==> config.mk <==
export PLATFORM = sky130hd
export DESIGN_NAME = param_router
export DESIGN_NICKNAME = d
export VERILOG_FILES = /design/src/rtl/param_router.sv
export SDC_FILE = /design/constraint.sdc
export NUM_CORES = 1
export LEC_CHECK = 0
export ABC_AREA = 0
export CAP_MARGIN = 25
export CORE_MARGIN = 4
export CORE_UTILIZATION = 30
export CTS_CLUSTER_DIAMETER = 30
export CTS_CLUSTER_SIZE = 25
export DETAILED_ROUTE_END_ITERATION = 8
export MAX_ROUTING_LAYER = met4
export PLACE_DENSITY_LB_ADDON = 0.3
export REMOVE_ABC_BUFFERS = 1
export SYNTH_ARGS = -nofsm -noshare
export SYNTH_HDL_FRONTEND = slang
export SYNTH_SLANG_ARGS = --single-unit
==> constraint.sdc <==
create_clock -name clk -period 6.4 [get_ports clk]
set_clock_uncertainty 0.2 [all_clocks]
set_input_delay 1.6 -clock clk [delete_from_list [all_inputs] [get_ports clk]]
set_output_delay 1.6 -clock clk [all_outputs]
set_load 0.03 [all_outputs]
==> src/rtl/param_router.sv <==
// Five-port mesh router: per-input FIFOs, XY routing, per-output round-robin
// arbitration with credit-based flow control and a registered output stage.
module param_router #(
  parameter int unsigned DATA_W     = 8,
  parameter int unsigned ADDR_W     = 2,
  parameter int unsigned FIFO_DEPTH = 4,
  parameter int unsigned CREDITS    = 4
) (
  input  logic                  clk,
  input  logic                  rst,
  input  logic [2*ADDR_W-1:0]   myaddr_i,
  input  logic [5*DATA_W-1:0]   data_i,
  input  logic [4:0]            valid_i,
  input  logic [4:0]            incr_i,
  output logic [5*DATA_W-1:0]   data_o,
  output logic [4:0]            valid_o,
  output logic [4:0]            credit_o,
  output logic [4:0]            err_o
);

  localparam int unsigned NP    = 5;
  localparam int unsigned PTR_W = $clog2(FIFO_DEPTH);
  localparam int unsigned CNT_W = PTR_W + 1;
  localparam int unsigned CRD_W = $clog2(CREDITS + 1);
  localparam logic [CNT_W-1:0] FULL_CNT = CNT_W'(FIFO_DEPTH);
  localparam logic [CRD_W-1:0] CRD_MAX  = CRD_W'(CREDITS);

  logic [DATA_W-1:0] r_mem [NP][FIFO_DEPTH];
  logic [PTR_W-1:0]  r_wr  [NP];
  logic [PTR_W-1:0]  r_rd  [NP];
  logic [CNT_W-1:0]  r_cnt [NP];
  logic [CRD_W-1:0]  r_crd [NP];
  logic [2:0]        r_ptr [NP];

  logic [NP-1:0]     r_sv;
  logic [DATA_W-1:0] r_sd  [NP];
  logic [NP-1:0]     r_scr;

  logic [ADDR_W-1:0] w_mx;
  logic [ADDR_W-1:0] w_my;
  logic [DATA_W-1:0] w_head [NP];
  logic [ADDR_W-1:0] w_dx   [NP];
  logic [ADDR_W-1:0] w_dy   [NP];
  logic [2:0]        w_route[NP];
  logic [NP-1:0]     w_req  [NP];
  logic [2:0]        w_win  [NP];
  logic [NP-1:0]     w_gnt;
  logic [NP-1:0]     w_pop;
  logic [NP-1:0]     w_push_ok;

  // Wrapping index (base + k) mod 5 for the round-robin search.
  function automatic logic [2:0] rr_idx(input logic [2:0] base, input int unsigned k);
    logic [3:0] s;
    s = {1'b0, base} + 4'(k);
    if (s >= 4'd5) s = s - 4'd5;
    return s[2:0];
  endfunction

  assign w_mx = myaddr_i[2*ADDR_W-1 -: ADDR_W];
  assign w_my = myaddr_i[ADDR_W-1:0];

  // XY route decision on each FIFO head: X first, then Y, then local.
  always_comb begin
    for (int p = 0; p < NP; p++) begin
      w_head[p] = r_mem[p][r_rd[p]];
      w_dx[p]   = w_head[p][DATA_W-1 -: ADDR_W];
      w_dy[p]   = w_head[p][DATA_W-1-ADDR_W -: ADDR_W];
      if (w_dx[p] > w_mx)      w_route[p] = 3'd2;
      else if (w_dx[p] < w_mx) w_route[p] = 3'd3;
      else if (w_dy[p] > w_my) w_route[p] = 3'd0;
      else if (w_dy[p] < w_my) w_route[p] = 3'd1;
      else                     w_route[p] = 3'd4;
    end
  end

  always_comb begin
    for (int o = 0; o < NP; o++) begin
      for (int i = 0; i < NP; i++) begin
        w_req[o][i] = (r_cnt[i] != '0) && (w_route[i] == 3'(o)) && (r_crd[o] != '0);
      end
    end
  end

  // Round-robin arbitration; each input requests a single output, so pops never collide.
  always_comb begin
    w_gnt = '0;
    w_pop = '0;
    for (int o = 0; o < NP; o++) begin
      w_win[o] = 3'd0;
      for (int k = 0; k < NP; k++) begin
        if (!w_gnt[o] && w_req[o][rr_idx(r_ptr[o], k)]) begin
          w_gnt[o] = 1'b1;
          w_win[o] = rr_idx(r_ptr[o], k);
        end
      end
      if (w_gnt[o]) w_pop[w_win[o]] = 1'b1;
    end
  end

  always_comb begin
    for (int i = 0; i < NP; i++) begin
      w_push_ok[i] = valid_i[i] && ((r_cnt[i] != FULL_CNT) || w_pop[i]);
    end
  end

  always_ff @(posedge clk) begin
    for (int i = 0; i < NP; i++) begin
      if (w_push_ok[i]) r_mem[i][r_wr[i]] <= data_i[i*DATA_W +: DATA_W];
    end
  end

  always_ff @(posedge clk or negedge rst) begin
    if (!rst) begin
      for (int i = 0; i < NP; i++) begin
        r_wr[i]  <= '0;
        r_rd[i]  <= '0;
        r_cnt[i] <= '0;
      end
      err_o <= '0;
    end else begin
      for (int i = 0; i < NP; i++) begin
        if (w_push_ok[i]) r_wr[i] <= r_wr[i] + PTR_W'(1);
        if (w_pop[i])     r_rd[i] <= r_rd[i] + PTR_W'(1);
        case ({w_push_ok[i], w_pop[i]})
          2'b10:   r_cnt[i] <= r_cnt[i] + CNT_W'(1);
          2'b01:   r_cnt[i] <= r_cnt[i] - CNT_W'(1);
          default: r_cnt[i] <= r_cnt[i];
        endcase
      end
      err_o <= err_o | (valid_i & ~w_push_ok);
    end
  end

  // Credits: grant and return in the same cycle cancel; returns saturate at CREDITS.
  always_ff @(posedge clk or negedge rst) begin
    if (!rst) begin
      for (int o = 0; o < NP; o++) begin
        r_crd[o] <= CRD_MAX;
        r_ptr[o] <= 3'd0;
      end
    end else begin
      for (int o = 0; o < NP; o++) begin
        case ({w_gnt[o], incr_i[o]})
          2'b10:   r_crd[o] <= r_crd[o] - CRD_W'(1);
          2'b01:   if (r_crd[o] != CRD_MAX) r_crd[o] <= r_crd[o] + CRD_W'(1);
          default: r_crd[o] <= r_crd[o];
        endcase
        if (w_gnt[o]) r_ptr[o] <= rr_idx(w_win[o], 1);
      end
    end
  end

  // Two register stages: popped flit captured, then driven onto the outputs.
  always_ff @(posedge clk or negedge rst) begin
    if (!rst) begin
      r_sv     <= '0;
      r_scr    <= '0;
      valid_o  <= '0;
      credit_o <= '0;
      data_o   <= '0;
      for (int o = 0; o < NP; o++) r_sd[o] <= '0;
    end else begin
      r_sv     <= w_gnt;
      r_scr    <= w_pop;
      valid_o  <= r_sv;
      credit_o <= r_scr;
      for (int o = 0; o < NP; o++) begin
        if (w_gnt[o]) r_sd[o] <= w_head[w_win[o]];
        if (r_sv[o])  data_o[o*DATA_W +: DATA_W] <= r_sd[o];
      end
    end
  end

endmodule

==> summary.md, run 1 <==
| Metric | Value |
|---|---|
| Status | completed |
| Routed Antenna Nets | 0 |
| Core footprint | about 68000 µm² |
| Clock Pin Slew Worst Setup and Hold Paths | 0.05 ns |
| Slew @ Worst Pin | 0.852 ns |
| CTS tree | done |
| Placed inst area | 24700 µm² |
| Ant. Diodes | 0 |
| Clock Root Buffer | clkbuf_16 |
| First DRT Iteration DRCs | between 1000 and 1500 |
| Initial antenna violation count | 0 |
| Initial Util | a little under a third |
| Final Cell Area | 27600 µm² |
| Final setup vio count | 0 |
| Setup CP Type | in2reg |
| Yosys cell types | 107 |
| Chip height | ~270 µm |
| CTS Buffer Depth | 3 |
| Clock sinks | 330 |
| Max Fclk | 0.161 GHz |
| Clk_lat worst skew | 0.62 ns |
| Arr. time, crit path | 6.51 ns |
| Die width | 271 µm |
| Routed vias | 17109 |
| GRT Util Overall | 18.3% |
| Fin. Hold Viols | 0 |
| Post-synthesis sequential area ratio | roughly 44% |
| Synth warnings | 0 |
| Top Ports | between 100 and 150 |
| EDFF count, synth | 160 |
| Largest net degree at the start of global routing | 133 |
| Mapped cell area | 20700 µm² |
| Fin util | about two fifths |
| Pre-CTS WS | -0.894 ns |
| Period utilization | 96.9% |
| PortBufs | 110 |
| HP Class | reg2reg |
| Final Wtd Congestion | between 0.9 and 1 |
| Crit end category | flop |
| FF+latch count, synth | 330 |
| CTS buffer count | 75 |
| Vias in the first global route | 17417 |
| Via density | between 5 and 6 |
| Max-cap check violation count | 0 |
| Drt total wl | around 66000 µm |
| DRC | 0 |
| Synthesized area per cell | around 11 µm² |
| Ys flop type | dfrtp_1 |
| Asr flop ratio synth | 51.5% |
| # nets final | about 2500 |
| CP Launch Type | primary input |
| Post-Synthesis Cells | 1921 |
| Total grt overflow | 0 |
| DR WL/cell | 20.4 µm |
| Detailed-router iteration count before antenna repair | 5 |
| Die area | ~73000 µm² |
| Slew headroom | 42.8% |
| P&R area growth vs syn | 33.2% |
| Setup_tns | 0 ns |
| Max Slew Vio Count | 0 |
| Final worst setup slack | 0.197 ns |
| Max H-tree Level | 3 |
| Crit-path max FO | 5 |
| Crit path required time | ~6.7 ns |
| RSZ-0062 raised after global routing | true |
| HPWL after DPL | 50600 µm |
| Hold bufs inserted after CTS | 0 |
| Min cycle time layout | 6.20 ns |
| First-pass GRT wire length | 103000 µm |
| Std cell rows | 96 |
| Share of cells above drive strength 1 | 24.2% |
flip-flops by register name (all words and copies together), names as in the netlist, 10 cells and up:
| signal | flops |
|---|---|
| data_o | 40 |
| r_cnt | 15 |
| r_crd | 15 |
| r_mem | 160 |
| r_ptr | 15 |
| r_rd | 10 |
| r_sd | 40 |
| r_wr | 10 |
layout by cell type, fill, tap and decap left out, drive strengths merged, types with 28 or more instances in the layout:
cell | Yosys | final
edfxtp | 160 | 160
mux2 | 56 | 56
nand3 | 28 | 28
nor2b | 36 | 36
mux2i | 105 | 105
ha | 94 | 94
o21ai | 118 | 118
clkbuf | 60 | 86
nand2b | 33 | 33
nor3 | 58 | 58
xnor2 | 30 | 30
dfrtp | 165 | 165
a21oi | 98 | 98
nand2 | 104 | 104
buf | 26 | 275
inv | 133 | 149
o22a | 32 | 32
nor2 | 97 | 97
mux4 | 41 | 41
clkdlybuf4s50 | 0 | 107
path summary, 6_finish.rpt:
path / startpoint / to / slack [ns] / depth (start not counted)
worst max register to register: r_rd[1] / r_cnt[14] / 0.36 / 29
worst max-delay path: myaddr_i[2] / r_cnt[14] / 0.20 / 25
worst min-delay path: r_scr[3] / credit_o[3] / 0.15 / 0
min in group asynchronous: rst / valid_o[2] / 0.73 / 1
worst min register to register: r_scr[3] / credit_o[3] / 0.15 / 0
max in group asynchronous: rst / r_ptr[4] / 4.11 / 2
repair_timing:
item                                   in CTS  in global routing
setup endpoints to repair                  40                  7
endpoints found under the hold margin       0                  0
pin swaps                                   1                 10
gates resized for setup                    14                 28
buffers inserted                            0                  1
logic make-up after synthesis:
kind of cell / Yosys count / synth area share (%)
XOR/XNOR: 51 / 2.16
AO/OA/AOI/OAI: 511 / 17.4
buffers and inverters: 221 / 4.22
AND/OR/NAND/NOR: 496 / 12.7
adder cells (fa/ha/maj): 110 / 7.18
multiplexers: 202 / 12.6
flip-flops: 330 / 43.8
layout make-up:
class | count | area (µm²)
fill | 6573 | 40900
clock buffer | 85 | 1990
clock inverter | 54 | 719
inverter | 135 | 512
timing repair buffer | 385 | 3250
multi-input combinational | 1370 | 11000
tap | 882 | 1100
sequential | 330 | 9060
cell usage after synthesis (32+ instances only):
| master | n | area (µm²) |
|---|---|---|
| clkbuf_1 | 59 | 221 |
| o22a_1 | 32 | 280 |
| nor2_1 | 97 | 364 |
| mux2_2 | 52 | 586 |
| nor3_1 | 54 | 270 |
| mux4_2 | 41 | 923 |
| inv_1 | 130 | 488 |
| nand2b_1 | 32 | 200 |
| mux2i_1 | 105 | 1050 |
| nor2b_1 | 35 | 219 |
| edfxtp_1 | 160 | 4800 |
| dfrtp_1 | 165 | 4130 |
| ha_1 | 94 | 1180 |
| o21ai_0 | 109 | 546 |
| nand2_1 | 104 | 390 |
| a21oi_1 | 98 | 490 |
worst max-delay path: stages:
cell and delay (ns):
clkdlybuf4s50_1 0.40, buf_4 0.17, buf_4 0.14, ha_1 0.29, o311a_1 0.21, o221ai_2 0.13, or3_4 0.42, mux4_2 0.51
o21ai_4 0.20, buf_4 0.15, nand2b_1 0.11, o21ai_2 0.08, a22oi_4 0.26, buf_6 0.18, nor3_1 0.06, buf_4 0.14
nor3_4 0.18, a41oi_2 0.16, inv_1 0.09, ha_1 0.17, inv_1 0.06, fa_1 0.37, xor2_1 0.16, nor2_1 0.11
xor2_1 0.15
routing by layer:
layer	share of wire (%)	global-route usage, %	wire length, µm
met5	0	-	0
met2	48	30.4	32100
met4	2.9	6.19	1940
met1	44	23.1	29300
met3	4.5	2.63	2970
metrics by stage:
step,hold slack [ns],std cells
2_1_floorplan,0.131,1835
3_3_place_gp,0.133,3101
3_5_place_dp,0.145,3101
4_1_cts,0.152,3240
5_1_grt,0.160,3241
6_report,0.150,3241
Power of run 1 is left out: the tool's default activity adds up to more than one toggle a clock period on the data nets, which glitch-free logic cannot reach.
==> inputs of run 2 (changes only) <==
- CORE_MARGIN: 4 -> unset
- SKIP_LAST_GASP: unset -> 1
==> summary.md, run 2 (synthesis results as in run 1) <==
| Metric | Value |
|---|---|
| PortBufs | 110 (unchanged) |
| Max-cap check violation count | 0 (unchanged) |
| Max Slew Vio Count | 0 (unchanged) |
| Arr. time, crit path | 6.55 ns (+0.04 ns) |
| Routed vias | 17298 (+1.1%) |
| Clock sinks | 330 (unchanged) |
| Crit end category | flop |
| Via density | 5.37 (+1.8%) |
| Detailed-router iteration count before antenna repair | 5 (unchanged) |
| Slew headroom | 35.6% (-7.2 points) |
| Most frequent cells in the layout | 254 x buf_4, 165 x dfrtp_1, 160 x edfxtp_1 |
| Ant. Diodes | 0 (unchanged) |
| Cell Count, Final, Fillers Out | 3220 (-0.65%) |
| Core footprint | 67800 µm² (-1.0%) |
| Most common cell after layout, fill and taps aside | buf_4 |
| HPWL after DPL | 50400 µm (-0.43%) |
| RSZ-0062 raised after global routing | true |
| CTS tree | done |
| Max H-tree Level | 3 (unchanged) |
| Final Wtd Congestion | 0.922 (-0.16%) |
| Setup CP Type | in2reg |
| Max Fclk | 0.160 GHz (-0.64%) |
| Slew @ Worst Pin | 0.959 ns (+0.107 ns) |
| CP Launch Type | primary input |
| Fin util | 40.5% (+0.20 points) |
| Chip height | 265 µm (-2.2%) |
| Routed Antenna Nets | 0 (unchanged) |
| Clock Pin Slew Worst Setup and Hold Paths | 0.05 ns (about the same) |
| P&R area growth vs syn | 32.5% |
| GRT Util Overall | 19.3% (+1.0 points) |
| Initial Util | 30.6% (+0.32 points) |
| Initial antenna violation count | 0 (unchanged) |
| Vias in the first global route | 17477 (+0.34%) |
| Largest net degree at the start of global routing | 95 (-29%) |
| CTS Buffer Depth | 3 (unchanged) |
| Clock Root Buffer | clkbuf_16 |
| Die area | 70100 µm² (-4.4%) |
| First DRT Iteration DRCs | 1312 (+17%) |
| Fin. Hold Viols | 0 (unchanged) |
| Fillers | 6386 (-2.8%) |
| Period utilization | 97.5% (+0.62 points) |
| DRC | 0 (unchanged) |
| First-pass GRT wire length | 102000 µm (-0.78%) |
| DR WL/cell | 20.6 µm (+0.49%) |
| Crit-path max FO | 7 (+2) |
| DP Cell Count | 3073 (-0.90%) |
| Number of flip-flops in the largest register | 160 (unchanged) |
| Drt total wl | 66200 µm (-0.16%) |
| HP Class | reg2reg |
| Status | completed |
| Clk_lat worst skew | 0.60 ns (-0.02 ns) |
| CTS buffer count | 76 (+1.3%) |
| Final setup vio count | 0 (unchanged) |
| # nets final | 2450 (-0.49%) |
| Die width | 265 µm (-2.2%) |
| Std cell rows | 95 (-1.0%) |
| Crit path required time | 6.70 ns (about the same) |
| Share of cells above drive strength 1 | 24.2% (+0.081 points) |
| Top Ports | 111 (unchanged) |
| Min cycle time layout | 6.24 ns (+0.0398 ns) |
| Total grt overflow | 0 (unchanged) |
## run 2: cell types whose count changed in the layout (fill, tap and decap cells not counted), moves of 3 or more
cell / delta
bufinv_16: -4
clkinv_4: -3
clkbuf_8: +4
o21ai_1: -4
buf_4: -14
ha_1: -3
o21ai_0: +3
inv_6: +3
## run 2: cell type report
type | instances | area (µm²) | share of cell area [%]
multi-input combinational | 1370 | 11000 | 40.1
tap | 873 | 1090 | 3.98
inverter | 135 | 512 | 1.86
sequential | 330 | 9060 | 33.0
timing repair buffer | 372 | 3150 | 11.5
clock inverter | 52 | 621 | 2.26
clock buffer | 88 | 2020 | 7.35
## run 2: what timing repair did
item	in CTS	in global routing
setup buffers	4	3
pin swaps	2	14
endpoints found under the hold margin	0	0
setup endpoints to repair	58	41
hold buffers	0	0
gates resized for setup	5	42
## run 2: stage by stage
step	setup WS, ns	TNS (ns)	hold WS [ns]	instance area, µm²
detailed placement	-0.857	-100.85	0.140	24600
global route	-0.0434	-0.659	0.155	27500
floorplan	-1.58	-184.89	0.131	20400
finish	0.157	0	0.141	27500
CTS	0.0322	0	0.142	27300
global placement	-0.895	-100.40	0.133	24600
## run 2: metal layers
metal	vias up	part of all wire, %	global-route usage [%]
met5	-	0	-
met4	0	2.7	6.91
met3	118	4.9	2.55
met2	511	49	31.9
met1	8638	44	24.3
li1	8031	-	-
## run 2: critical path, cell delays in order
cell and delay (ns):
clkdlybuf4s50_1 0.41, buf_6 0.15, ha_4 0.26, nand2_2 0.06, a211o_1 0.31, or4_4 0.50, buf_6 0.15, mux4_2 0.51
nor2_2 0.14, buf_6 0.12, nor3_1 0.05, mux2i_2 0.29, a32oi_2 0.22, nor3b_2 0.28, buf_4 0.16, nand3_2 0.10
o21a_1 0.20, inv_1 0.05, ha_2 0.16, inv_1 0.05, fa_2 0.33, xor2_1 0.15, nor2_1 0.14, xor2_1 0.14
## run 2: path summary, 6_finish.rpt
kind	slack, ns	from	end	depth (start not counted)
max	0.16	myaddr_i[2]	r_cnt[2]	24
min	0.14	r_scr[2]	credit_o[2]	0
max reg2reg	0.26	r_rd[4]	r_cnt[2]	23
min reg2reg	0.14	r_scr[2]	credit_o[2]	0
max in group asynchronous	3.95	rst	r_cnt[3]	2
min in group asynchronous	0.88	rst	r_wr[0]	1
Power of run 2 is left out for the same reason.
==> inputs of run 3 (changes only) <==
- CTS_BUF_LIST: unset -> sky130_fd_sc_hd__clkbuf_8
- SLEW_MARGIN: unset -> 20
==> summary.md, run 3 (synthesis results as in run 1) <==
| Metric | Value |
|---|---|
| Status | completed |
| Arr. time, crit path | 6.63 ns (+0.08 ns) |
| Cell Count, Final, Fillers Out | 3216 (-0.12%) |
| Fillers | 6484 (+1.5%) |
| RSZ-0062 raised after global routing | true |
| P&R area growth vs syn | 27.7% |
| CTS Buffer Depth | 3 (unchanged) |
| Chip height | 265 µm (unchanged) |
| Die width | 265 µm (unchanged) |
| Via density | 5.34 (-0.58%) |
| Min cycle time layout | 6.25 ns (+0.0115 ns) |
| Worst Hold Endpoint | credit_o[3] |
| Max Slew Vio Count | 0 (unchanged) |
| Met1 global-route usage | 24.0% (-0.26 points) |
| Core footprint | 67800 µm² (unchanged) |
| Max H-tree Level | 3 (unchanged) |
| Initial antenna violation count | 1 (+1) |
| Crit path required time | 6.77 ns (+0.07 ns) |
| Crit-path max FO | 8 (+1) |
| First-pass GRT wire length | 101000 µm (-0.50%) |
| PortBufs | 110 (unchanged) |
| Final Wtd Congestion | 0.922 (unchanged) |
| CTS tree | done |
| # nets final | 2445 (-0.20%) |
| Register area | 9070 µm² (about the same) |
| Routed vias | 17177 (-0.70%) |
| Slew @ Worst Pin | 0.941 ns (-0.0180 ns) |
| Std cell rows | 95 (unchanged) |
| Detailed-router iteration count before antenna repair | 5 (unchanged) |
| Met3 Track Usage GR | 2.50% (-0.056 points) |
| Total grt overflow | 0 (unchanged) |
| R2r endpoint | r_cnt[11] |
| CP Launch Type | primary input |
| Multi-input logic area | 10900 µm² (-0.48%) |
| Slew headroom | 36.8% (+1.2 points) |
| GRT Util Overall | 19.2% (-0.11 points) |
| Clock Pin Slew Worst Setup and Hold Paths | 0.06 ns (about the same) |
| Drt total wl | 65700 µm (-0.68%) |
| DP Cell Count | 3073 (unchanged) |
| Hold bufs inserted after CTS | 0 (unchanged) |
| Top Ports | 111 (unchanged) |
| Setup CP Type | in2reg |
| HPWL after DPL | 50400 µm (unchanged) |
| Crit end category | flop |
| Max Fclk | 0.160 GHz (-0.18%) |
| Die area | 70100 µm² (unchanged) |
| First DRT Iteration DRCs | 1198 (-8.7%) |
| Reg-to-Reg Start | r_rd[8] |
| Share of cells above drive strength 1 | 23.5% (-0.72 points) |
| Routed Antenna Nets | 0 (unchanged) |
| Most frequent cells in the layout | 251 x buf_4, 164 x dfrtp_1, 160 x edfxtp_1 |
| Hold path depth | 0 (unchanged) |
| Clock Root Buffer | clkbuf_8 |
| DRC | 0 (unchanged) |
| Initial Util | 30.6% (unchanged) |
| CTS buffer count | 76 (unchanged) |
| Fin. Hold Viols | 0 (unchanged) |
| DR WL/cell | 20.4 µm (-0.56%) |
| HP Class | reg2reg |
| Reg2Reg Depth | 24 (+4.3%) |
| Period utilization | 97.7% (+0.18 points) |
| Number of flip-flops in the largest register | 160 (unchanged) |
| Max-cap check violation count | 0 (unchanged) |
| GR Util met2 | 31.8% (-0.071 points) |
| Largest net degree at the start of global routing | 95 (unchanged) |
| Most common cell after layout, fill and taps aside | buf_4 |
| Vias in the first global route | 17380 (-0.56%) |
| Clk_lat worst skew | 0.66 ns (+0.06 ns) |
| Clock sinks | 330 (unchanged) |
| R2R Setup Slk | 0.24 ns (-0.02 ns) |
| Final setup vio count | 0 (unchanged) |
| Gr busiest metal | met2 |
| Worst Hold Launch | r_scr[3] |
-- run 3: cell count changes in the layout (fill, tap and decap cells not counted), sizes merged --
cell,change
buf,-5
clkbuf,-5
inv,+4
clkinvlp,+2
clkdlybuf4s50,+1
clkinv,-1
diode,+1
dlygate4sd2,-1
-- run 3: final cells by class --
cell class              count  share of cell area (%)
repair buffers            367                    11.7
flip-flops and latches    330                    34.3
clock inverters            57                    2.24
inverters                 135                    1.93
well taps                 873                    4.13
clock buffers              83                    4.32
diodes                      1                 0.00946
multi-input cells        1370                    41.4
-- run 3: routing by layer --
| layer | vias up | wire (µm) |
|---|---|---|
| li1 | 8005 | - |
| met1 | 8549 | 28700 |
| met2 | 504 | 32200 |
| met3 | 119 | 2970 |
| met4 | 0 | 1840 |
| met5 | - | 0 |
-- run 3: timing repair --
item                                    CTS  global route
gates resized for setup                   2            27
setup buffers                             0             2
endpoints found under the setup margin    3           107
pin swaps                                 0             6
-- run 3: worst max path at each step --
stage	from	end	slack, ns	cells after the start
2_1_floorplan	myaddr_i[3]	r_cnt[11]	-1.58	20
6_report	myaddr_i[0]	r_cnt[11]	0.15	24
3_5_place_dp	myaddr_i[3]	r_cnt[2]	-0.86	24
5_1_grt	myaddr_i[2]	r_cnt[11]	-0.05	25
3_3_place_gp	myaddr_i[3]	r_cnt[2]	-0.89	23
4_1_cts	myaddr_i[3]	r_cnt[2]	-0.04	24
-- run 3: metrics by stage --
stage	setup WS (ns)	hold slack, ns	utilization, %	TNS, ns	instance area [µm²]
final	0.146	0.139	39.0	0	26500
after global routing	-0.0499	0.155	39.0	-0.100	26500
after CTS	-0.0428	0.140	38.8	-0.0428	26300
after detailed placement	-0.857	0.140	36.3	-100.85	24600
after global placement	-0.895	0.133	36.3	-100.40	24600
after floorplan	-1.58	0.131	-	-184.89	20400
-- run 3: worst max-delay path, cell delays in order --
cell,delay (ns)
clkdlybuf4s50_1,0.52
buf_4,0.22
ha_1,0.19
nor2b_1,0.16
o221ai_1,0.19
buf_4,0.18
or2_2,0.32
buf_4,0.15
mux4_2,0.46
o21ai_2,0.17
nor2b_4,0.19
o311ai_4,0.11
a22oi_4,0.32
inv_6,0.04
buf_4,0.17
nand2b_2,0.10
o221ai_4,0.16
o31ai_4,0.30
ha_1,0.21
inv_1,0.06
fa_1,0.38
xor2_1,0.15
nor2_1,0.11
xor2_1,0.15
Power of run 3 is left out for the same reason.
